<file path="config.mk">
export PLATFORM = sky130hd
export DESIGN_NAME = adaptive_threshold
export DESIGN_NICKNAME = d
export VERILOG_FILES = /design/src/rtl/adaptive_threshold.sv
export SDC_FILE = /design/constraint.sdc
export NUM_CORES = 1
export LEC_CHECK = 0
export ABC_AREA = 1
export BUFFER_PORTS_ARGS = -buffer_cell sky130_fd_sc_hd__buf_2
export CAP_MARGIN = 20
export CORE_ASPECT_RATIO = 1.25
export CORE_MARGIN = 2
export CORE_UTILIZATION = 45
export CTS_CLUSTER_DIAMETER = 50
export DETAILED_ROUTE_END_ITERATION = 8
export PLACE_DENSITY_LB_ADDON = 0.08
export SLEW_MARGIN = 25
export SYNTH_ARGS = -nofsm -noshare
export SYNTH_HDL_FRONTEND = slang
export SYNTH_SLANG_ARGS = --single-unit
</file>
<file path="constraint.sdc">
create_clock -name clock -period 2.1 [get_ports clock]
set_input_delay 0 -clock clock [delete_from_list [all_inputs] [get_ports clock]]
set_output_delay 0 -clock clock [all_outputs]
set_load 0.01 [all_outputs]
</file>
<file path="src/rtl/adaptive_threshold.sv">
// Final adaptive-thresholding stage: streams pixel/mean pairs, writes a binary image and
// counts foreground pixels.
module adaptive_threshold #(
   parameter int unsigned WIDTH_BITS  = 8,
   parameter int unsigned HEIGHT_BITS = 8,
   parameter int unsigned WIDTH       = 2 ** WIDTH_BITS,
   parameter int unsigned HEIGHT      = 2 ** HEIGHT_BITS,
   parameter int          OFFSET      = 0,
   parameter int unsigned INVERT      = 0
) (
   input  logic                              clock,
   input  logic                              reset,
   input  logic [2:0]                        global_state,
   output logic [WIDTH_BITS-1:0]             oReadCol,
   output logic [HEIGHT_BITS-1:0]            oReadRow,
   input  logic [7:0]                        iImageData,
   input  logic [7:0]                        iMeanData,
   output logic [WIDTH_BITS-1:0]             oResultCol,
   output logic [HEIGHT_BITS-1:0]            oResultRow,
   output logic [7:0]                        oResultData,
   output logic                              oResultWren,
   output logic [WIDTH_BITS+HEIGHT_BITS:0]   oForegroundCount,
   output logic                              finished
);

   localparam int unsigned PW   = WIDTH_BITS + HEIGHT_BITS;
   localparam int unsigned CW   = PW + 1;
   localparam int unsigned NPIX = WIDTH * HEIGHT;
   localparam logic [PW-1:0]      LAST_POS = PW'(NPIX - 1);
   localparam logic signed [10:0] OFF11    = 11'(OFFSET);
   localparam logic               INV      = (INVERT != 0);

   typedef enum logic [1:0] {IDLE, RUN, DRAIN, DONE} state_e;

   state_e                state_q, state_d;
   logic [PW-1:0]         pos_q, pos_d;
   logic                  s1_valid_q, s1_valid_d;
   logic [PW-1:0]         s1_addr_q, s1_addr_d;
   logic [WIDTH_BITS-1:0] res_col_q, res_col_d;
   logic [HEIGHT_BITS-1:0] res_row_q, res_row_d;
   logic [7:0]            res_data_q, res_data_d;
   logic                  res_wren_q, res_wren_d;
   logic [CW-1:0]         fg_count_q, fg_count_d;
   logic                  finished_q, finished_d;

   logic                  issue_c;
   logic signed [10:0]    diff_c;
   logic                  fg_c;

   // pixel + C - mean; 11 bits hold the full -510..510 range
   assign diff_c = $signed({3'b000, iImageData}) + OFF11 - $signed({3'b000, iMeanData});
   assign fg_c   = (diff_c > 11'sd0);
   assign issue_c = (state_q == RUN) && (global_state == 3'd2);

   always_comb begin
      state_d    = state_q;
      pos_d      = pos_q;
      s1_valid_d = issue_c;
      s1_addr_d  = s1_addr_q;
      res_col_d  = res_col_q;
      res_row_d  = res_row_q;
      res_data_d = res_data_q;
      res_wren_d = 1'b0;
      fg_count_d = fg_count_q;
      finished_d = finished_q;

      case (state_q)
         IDLE: begin
            if (global_state == 3'd2) state_d = RUN;
         end
         RUN: begin
            if (issue_c) begin
               s1_addr_d = pos_q;
               if (pos_q == LAST_POS) state_d = DRAIN;
               else                   pos_d   = pos_q + PW'(1);
            end
         end
         DRAIN: begin
            // the last beat has been registered once stage 1 is empty
            if (!s1_valid_q) begin
               state_d    = DONE;
               finished_d = 1'b1;
            end
         end
         DONE: begin
            finished_d = 1'b1;
         end
         default: state_d = IDLE;
      endcase

      if (s1_valid_q) begin
         res_wren_d = 1'b1;
         res_col_d  = s1_addr_q[WIDTH_BITS-1:0];
         res_row_d  = s1_addr_q[PW-1:WIDTH_BITS];
         res_data_d = (fg_c ^ INV) ? 8'hFF : 8'h00;
         if (fg_c) fg_count_d = fg_count_q + CW'(1);
      end
   end

   always_ff @(posedge clock or posedge reset) begin
      if (reset) begin
         state_q    <= IDLE;
         pos_q      <= '0;
         s1_valid_q <= 1'b0;
         s1_addr_q  <= '0;
         res_col_q  <= '0;
         res_row_q  <= '0;
         res_data_q <= '0;
         res_wren_q <= 1'b0;
         fg_count_q <= '0;
         finished_q <= 1'b0;
      end else begin
         state_q    <= state_d;
         pos_q      <= pos_d;
         s1_valid_q <= s1_valid_d;
         s1_addr_q  <= s1_addr_d;
         res_col_q  <= res_col_d;
         res_row_q  <= res_row_d;
         res_data_q <= res_data_d;
         res_wren_q <= res_wren_d;
         fg_count_q <= fg_count_d;
         finished_q <= finished_d;
      end
   end

   assign oReadCol         = pos_q[WIDTH_BITS-1:0];
   assign oReadRow         = pos_q[PW-1:WIDTH_BITS];
   assign oResultCol       = res_col_q;
   assign oResultRow       = res_row_q;
   assign oResultData      = res_data_q;
   assign oResultWren      = res_wren_q;
   assign oForegroundCount = fg_count_q;
   assign finished         = finished_q;

endmodule

</file>
## After elaboration in Yosys (flattened, before gate mapping)

Index checks and enable logic that the tools add are counted.

- Add/subtract/negate cells: 3
- Order comparisons: 1
- Equality and inequality tests: 9
- Muxes and demuxes: 9
- Bitwise operators: 1
- Reductions and logical operators: 9

Operator list:

| kind | number |
|---|---|
| adder 17 x 1 -> 17 bit, second input constant | 1 |
| adder 16 x 1 -> 16 bit, second input constant | 1 |
| equality test 16 bit, second input constant | 1 |
| greater-than comparator 9 x 1 -> 1 bit, second input constant | 1 |
| subtractor 8 x 8 -> 9 bit | 1 |
| two-way mux 2 bit | 4 |
| two-way mux 8 bit | 1 |
| != test 2 bit, second input constant | 3 |
| one-hot mux 2 bit (3 select lines) | 1 |
| AND reduction 2 bit | 3 |
| AND reduction 5 bit | 1 |
| equality test 2 bit, second input constant | 2 |
| equality test 3 x 2 -> 1 bit, second input constant | 1 |
| AND reduction 3 bit | 1 |
| nonzero test 3 bit | 1 |
| equality test 2 x 1 -> 1 bit, second input constant | 1 |
| logical NOT 2 bit | 1 |
| two-way mux 1 bit | 2 |
| != test 2 x 1 -> 1 bit, second input constant | 1 |
| one-hot mux 1 bit (2 select lines) | 1 |
| nonzero test 2 bit | 1 |
| logical AND 1 bit | 1 |
| inverter 1 bit | 1 |

- Bits in registers: 78
- Input bits: 21
- Output and inout bits: 59

## Depth between registers and ports, before layout

Gate-level depths: netlist (run 1).

- Depth after elaboration: 4
- Gate-level depth with buffers: 16

## Worst setup path before layout (run 1)

OpenSTA, ideal clock, no wires.

- Path type: input-to-reg
- From: input port iImageData[0]
- To: register fg_count_q[2] (netlist: oForegroundCount[2])
- Setup time: 116 ps
- Data arrival time: 1578 ps
- Required time: 1984 ps
- Slack: 405 ps
- Stages on the path: 16
- Cells stage by stage: inv_1 ha_1 fa_1 inv_1 nand2_1 nand2_1 nand3_2 nand2_1 nand2_1 nand2_2 nor2_4 nand2_4 nand3_4 buf_12 nand2_2 nand2_2

- Word-level cells in the longest chain between the ends: 3

Ends and longest elaborated chain:

| what | RTL line | RTL |
|---|---|---|
| from (decl) | 16 | `input logic [7:0] iImageData,` |
| subtractor 8 x 8 -> 9 bit | 51 | `assign diff_c = $signed({3'b000, iImageData}) + OFF11 - $signed({3'b000, iMeanData});` |
| greater-than comparator 9 x 1 -> 1 bit | 52 | `assign fg_c = (diff_c > 11'sd0);` |
| AND reduction 2 bit (no line) | n/a |  |
| to (signal assigned) | 121 | `fg_count_q <= fg_count_d;` |
| to (decl) | 43 | `logic [CW-1:0] fg_count_q, fg_count_d;` |

Every way passes these cells.
A chain may end at the register's enable or synchronous reset.

## Worst setup path after layout (run 1)

- From: register fg_count_q[0] (netlist: oForegroundCount[0])
- To: register fg_count_q[16] (netlist: oForegroundCount[16])

- Word-level cells in the longest chain between the ends: 1

Ends and longest elaborated chain:

| what | RTL line | RTL |
|---|---|---|
| adder 17 x 1 -> 17 bit | 96 | `if (fg_c) fg_count_d = fg_count_q + CW'(1);` |

Every way passes these cells.

==> results of run 1 <==
cells by family (layout without fill, tap and decap cells):
kind of cell	Yosys count	after routing	synth area share, %
muxes	7	7	2.023
AOI/OAI and AO/OA	42	42	6.228
adders and majority gates	16	16	5.329
xor gates and xnor gates	28	28	6.292
buffers and inverters	75	161	8.411
DFF	71	71	45.59
and+or+nand+nor	218	218	26.13
worst reg2reg max path, cell delays in order (launching register included):
cell     delay [ps]
dfrtp_1         430
ha_1            260
nand3_1         150
nor3_1          370
nand3_1         170
xnor2_1         190
nand4_1         120
nand2_1          90
stage by stage:
step           setup WS, ps  area [µm²]  power [mW]  cells
4_1_cts               232.0        4596       4.607    640
2_1_floorplan         303.4        3897       2.945    457
3_3_place_gp          92.70        4373       3.359    623
3_5_place_dp          30.84        4373       3.401    623
5_1_grt               44.63        4596       4.868    640
6_report              250.5        4596       4.539    640
worst max-delay path by stage:
| stage | cells past startpoint | endpoint | slack [ps] |
|---|---|---|---|
| floorplan | 1 | finished | 300 |
| global placement | 16 | oForegroundCount[2] | 90 |
| detailed placement | 16 | oForegroundCount[13] | 30 |
| CTS | 7 | oForegroundCount[16] | 230 |
| global route | 9 | pos_q[10] | 40 |
| finish | 7 | oForegroundCount[16] | 250 |
timing repair:
item,in CTS,in global routing
hold endpoints to repair,22,0
hold buffers,1,0
setup buffers,0,0
registers in the layout, indices dropped and copies added, names as in the netlist:
| register | flops |
|---|---|
| s1_valid_q | 1 |
| oResultRow | 8 |
| oResultCol | 8 |
| oForegroundCount | 17 |
| state_q | 2 |
| s1_addr_q | 16 |
| pos_q | 16 |
| oResultWren | 1 |
| oResultData | 1 |
| finished | 1 |
cells in the final DEF (no fill, tap or decap), drive strengths merged, types with 2 or more instances in the layout:
cell type / instances
a21oi: 22
buf: 87
bufinv: 2
clkbuf: 11
dfrtp: 71
ha: 15
inv: 58
mux2: 7
nand2: 109
nand3: 28
nand4: 21
nor2: 46
nor3: 8
o21ai: 19
or2: 3
xnor2: 8
xor2: 20
metal layers:
| metal | vias up | share of wire [%] | track usage, % |
|---|---|---|---|
| met5 | - | 0 | 0 |
| met4 | 0 | 1.2 | 7.692 |
| met2 | 59 | 50 | 31.82 |
| met1 | 1506 | 46 | 24.20 |
| li1 | 1628 | - | - |
| met3 | 9 | 3.1 | 2.519 |
layout make-up:
| cell class | count | area (µm²) | area share (%) |
|---|---|---|---|
| Timing Repair Buffer | 88 | 478.0 | 10.40 |
| Sequential cell | 71 | 1777 | 38.66 |
| Tap cell | 97 | 121.4 | 2.641 |
| Inverter | 57 | 214.0 | 4.656 |
| Clock buffer | 11 | 131.4 | 2.859 |
| Clock inverter | 5 | 81.33 | 1.770 |
| Multi-Input combinational cell | 311 | 1793 | 39.01 |
power by group through the flow:
stage,Clock [mW],Sequential (mW),Combinational (mW)
5_1_grt,1.26,2.07,1.54
4_1_cts,1.22,2.02,1.37
6_report,1.18,2.01,1.34
3_3_place_gp,0,2.04,1.32
2_1_floorplan,0,2.11,0.832
3_5_place_dp,0,2.04,1.36
==> flow_summary.ini, run 1 <==
[timing]
maxSlewViolCount = 0
slew_headroom_pct = 64.99
finalCriticalPeriod_ps = 1850
finalSetupViolCount = 0
rsz0062_at_grt = false
tns_ps = 0
whs_ps = 106.7
worst_pin_slew_ps = 524.3
hold_viol = 0
min_period_over_period_pct = 88.07
max_freq_mhz = 540.7
fin_worst_skew_ps = 8.614

[cells_and_area]
drive_above_1_share_pct = 25.05
fin_util_pct = 55.15
diodes = 0
n_fill_cell = 786
nets = 575
synthToLayoutAreaGrowth_pct = 17.91

[synthesis]
avgSynthCellArea_um2 = 8.528
synthCells = 457
netlist_top_cells_count = nand2_1, dfrtp_1, inv_1
yosysMostFrequentCell = nand2_1
synth_top_area_cell = dfrtp_1
yosysTopAreaCellShare_pct = 45.59
synth.distinct_cells = 34
synthTopCellsByArea = dfrtp_1, nand2_1, inv_1, ha_1, xor2_1
synth-edff-count = 0
synth.yosys.seq_area_share_pct = 45.59
syn_area_um2 = 3897
synth_flop_cell = dfrtp_1
ys_async_sr_fraction_pct = 100.0
yosys_warnings = 0
ys_ff_latch = 71
synth_nets = 494

[outcome]
status = finished, final reports clean

[worst_setup_path]
crit_arrival_ps = 2120
critical-path-slowest-cell = dfrtp_1
cp_common_cell = nand3_1
reg2reg_slack_ps = 250
crit_path_end_kind = flop
crit_chain = ha_1 > nand3_1 > nor3_1 > nand3_1 > xnor2_1 > nand4_1 > nand2_1
crit_required_ps = 2370
worstReg2RegStart = oForegroundCount[0]
rr_worst_depth = 7
max_stage_delay_ps = 430
crit_path_start = oForegroundCount[0]
cp_top_family = simple AND/OR/NAND/NOR gates
r2r-end = oForegroundCount[16]
crit_type = reg -> reg
critPathBufInv = 0
worstSetupStartpointType = flop
crit_fanout = 5

[drt]
drc_errors = 0
first_iter_violations = 157
dr_total_vias = 3202
ant_nets = 0
firstDrtPassIters = 4
viasPerCell = 5.003
wirelength_um = 8473
wl_per_cell_um = 13.24

[grt]
grt_max_degree = 50
antenna_found_initial = 0
grt_pass1_wl_um = 14230
grt_pass1_vias = 3157
grt_use_total_pct = 18.85
overflow = 0

[clock_tree]
cts_resized = 0
path_clk_slew_ps = 80
cts_sinks = 71
cts_buffers = 9
cts-root-buf = clkbuf_8
clock_path_buffers = 2
cts_tree = done
htreeDepth = 3
clk_latency_ps = 340

[hold_path]
hold_class = in -> reg
min_delay_worst_endpoint = s1_addr_q[12]
hp-start = global_state[2]
min_path_cells = 6

[die]
die_area_um2 = 9426
row_count = 37
ios = 80
chipWidth_um = 87.24
start_util_pct = 46.77
die_y_um = 108.1
fp.coreArea_um2 = 8333

[power_and_ir_drop]
power.internal_mw = 2.995
power_density_nw_per_um2 = 987.6
swShare_pct = 34.02
p_leak_nw = 2.454
p_sw_mw = 1.544
p_seq_share_pct = 44.4
clkPwrFrac_pct = 26.0
comb_power_share_pct = 29.6
vdd_drop_max_uv = 626.7

[place]
gp_congestion = 0.8762
dp_hpwl_um = 6100
io_buffers = 79

[flow_run]
cap_violations = 0
No activity file was read; power rests on OpenSTA's default activity.
==> run 2: changes to the inputs <==
--- a/config.mk
+++ b/config.mk
@@ -10,7 +10,7 @@
 export CAP_MARGIN = 20
 export CORE_ASPECT_RATIO = 1.25
 export CORE_MARGIN = 2
-export CORE_UTILIZATION = 45
+export CORE_UTILIZATION = 55
 export CTS_CLUSTER_DIAMETER = 50
 export DETAILED_ROUTE_END_ITERATION = 8
 export PLACE_DENSITY_LB_ADDON = 0.08
==> run 2 against run 1 <==
Effect of this change: register-to-register slack got worse by 30 ps; clock power fell by 4%; core utilization rose by 11 points; largest power group unchanged; critical path type unchanged; cell count fell by 1.1%; sequential power barely moved; final area fell by 0.30%; die area fell by 17%; wire length fell by 5.0%; combinational power barely moved; via count rose by 0.56%.
==> flow_summary.ini, run 2 (synthesized netlist as in run 1, its figures left out) <==
[hold_path]
hold_class = in -> reg

[clock_tree]
cts_buffers = 9
cts-root-buf = clkbuf_8
cts_resized = 0
cts_tree = done
clk_latency_ps = 350
cts_sinks = 71
htreeDepth = 3
clock_path_buffers = 2
path_clk_slew_ps = 80

[grt]
grt_use_total_pct = 23.15
antenna_found_initial = 0
grt_max_degree = 48
overflow = 0
grt_pass1_vias = 3224
grt_pass1_wl_um = 14280

[timing]
rsz0062_at_grt = false
slew_headroom_pct = 62.96
maxSlewViolCount = 0
max_freq_mhz = 531.3
min_period_over_period_pct = 89.63
fin_worst_skew_ps = 7.840
finalCriticalPeriod_ps = 1882
finalSetupViolCount = 0
worst_pin_slew_ps = 554.8
hold_viol = 0
tns_ps = 0

[place]
place_area_um2 = 4364
gp_congestion = 0.8763
io_buffers = 79
dp_hpwl_um = 5890

[drt]
dr_total_vias = 3220
drc_errors = 0
wl_per_cell_um = 12.72
wirelength_um = 8053
firstDrtPassIters = 4
first_iter_violations = 133
viasPerCell = 5.087
ant_nets = 0

[worst_setup_path]
worstSetupStartpointType = flop
crit_chain = ha_1 > nand3_2 > nor2_1 > nand3_1 > nand2_2 > inv_2 > nand2_1 > nor2_1 > xor2_1
cp_common_cell = nor2_1
max_stage_delay_ps = 420
crit_required_ps = 2330
cp_top_family = simple AND/OR/NAND/NOR gates
crit_type = reg -> reg
crit_arrival_ps = 2110
crit_path_end_kind = flop
critPathBufInv = 1
crit_fanout = 10
critical-path-slowest-cell = dfrtp_1

[power_and_ir_drop]
swShare_pct = 35.24
clkPwrFrac_pct = 25.1
p_leak_nw = 2.445
p_sw_mw = 1.585
vdd_drop_max_uv = 743.6
power.internal_mw = 2.914
power_density_nw_per_um2 = 981.9
comb_power_share_pct = 30.3
p_seq_share_pct = 44.6

[cells_and_area]
final_cell_mix = nand2_1, buf_2, dfrtp_1
multi_input_area_um2 = 1793
n_fill_cell = 611
synthToLayoutAreaGrowth_pct = 17.56
fin_util_pct = 66.08
drive_above_1_share_pct = 25.41
largest_reg_flops = 17
seq_area_um2 = 1777
fin_area_um2 = 4582
diodes = 0
final_common_cell = nand2_1
nets = 575

[outcome]
status = finished, final reports clean

[die]
row_count = 34
fp.coreArea_um2 = 6934
start_util_pct = 56.21
die_area_um2 = 7780
die_y_um = 98.12
ios = 80
chipWidth_um = 79.30

[flow_run]
cap_violations = 0
run 2: cell type report:
cell class | instances | share of cell area (%)
clock inverter | 6 | 1.529
tap | 90 | 2.458
clock buffer | 10 | 3.004
sequential | 71 | 38.78
inverter | 57 | 4.670
timing repair buffer | 88 | 10.43
multi-input combinational | 311 | 39.13
run 2: worst paths after layout:
check,startpoint,end,slack [ps],cells past startpoint
worst max-delay path,pos_q[1],pos_q[10],220,9
worst min-delay path,global_state[2],s1_valid_q,210,5
worst max register to register,pos_q[1],pos_q[10],220,9
worst min register to register,finished,finished,480,2
max in group asynchronous,reset,oForegroundCount[13],1210,4
min in group asynchronous,reset,oResultWren,240,3
run 2: worst min-delay path, delay by kind of cell:
family | cells | cell delay (ps)
buffers and inverters | 3 | 400
and+or+nand+nor | 2 | 90
run 2: power by group through the flow:
| stage | logic (mW) | registers [mW] | clock network, mW |
|---|---|---|---|
| after floorplan | 0.832 | 2.11 | 0 |
| after global placement | 1.33 | 2.03 | 0 |
| after detailed placement | 1.38 | 2.04 | 0 |
| after CTS | 1.39 | 2.01 | 1.16 |
| after global routing | 1.55 | 2.06 | 1.22 |
| final | 1.36 | 2.01 | 1.13 |
run 2: metrics by stage:
step	worst slack (ps)	instances	hold WS [ps]	power (mW)
after floorplan	303.4	457	327.2	2.945
after global placement	258.2	616	92.15	3.356
after detailed placement	165.1	616	90.79	3.417
after CTS	230.6	633	194.4	4.561
after global routing	2.106	633	224.0	4.831
final	217.7	633	208.5	4.499
run 2: per-layer routing:
layer	global-route usage, %	wire length (µm)	up-vias
met5	0	0	-
met4	10.34	229	0
met3	4.991	336	18
met2	38.07	3997	76
met1	29.19	3489	1503
li1	-	-	1623
run 2: what timing repair did:
item,4_1_cts,5_1_grt
setup buffers,0,0
endpoints found under the hold margin,24,0
hold buffers,1,0
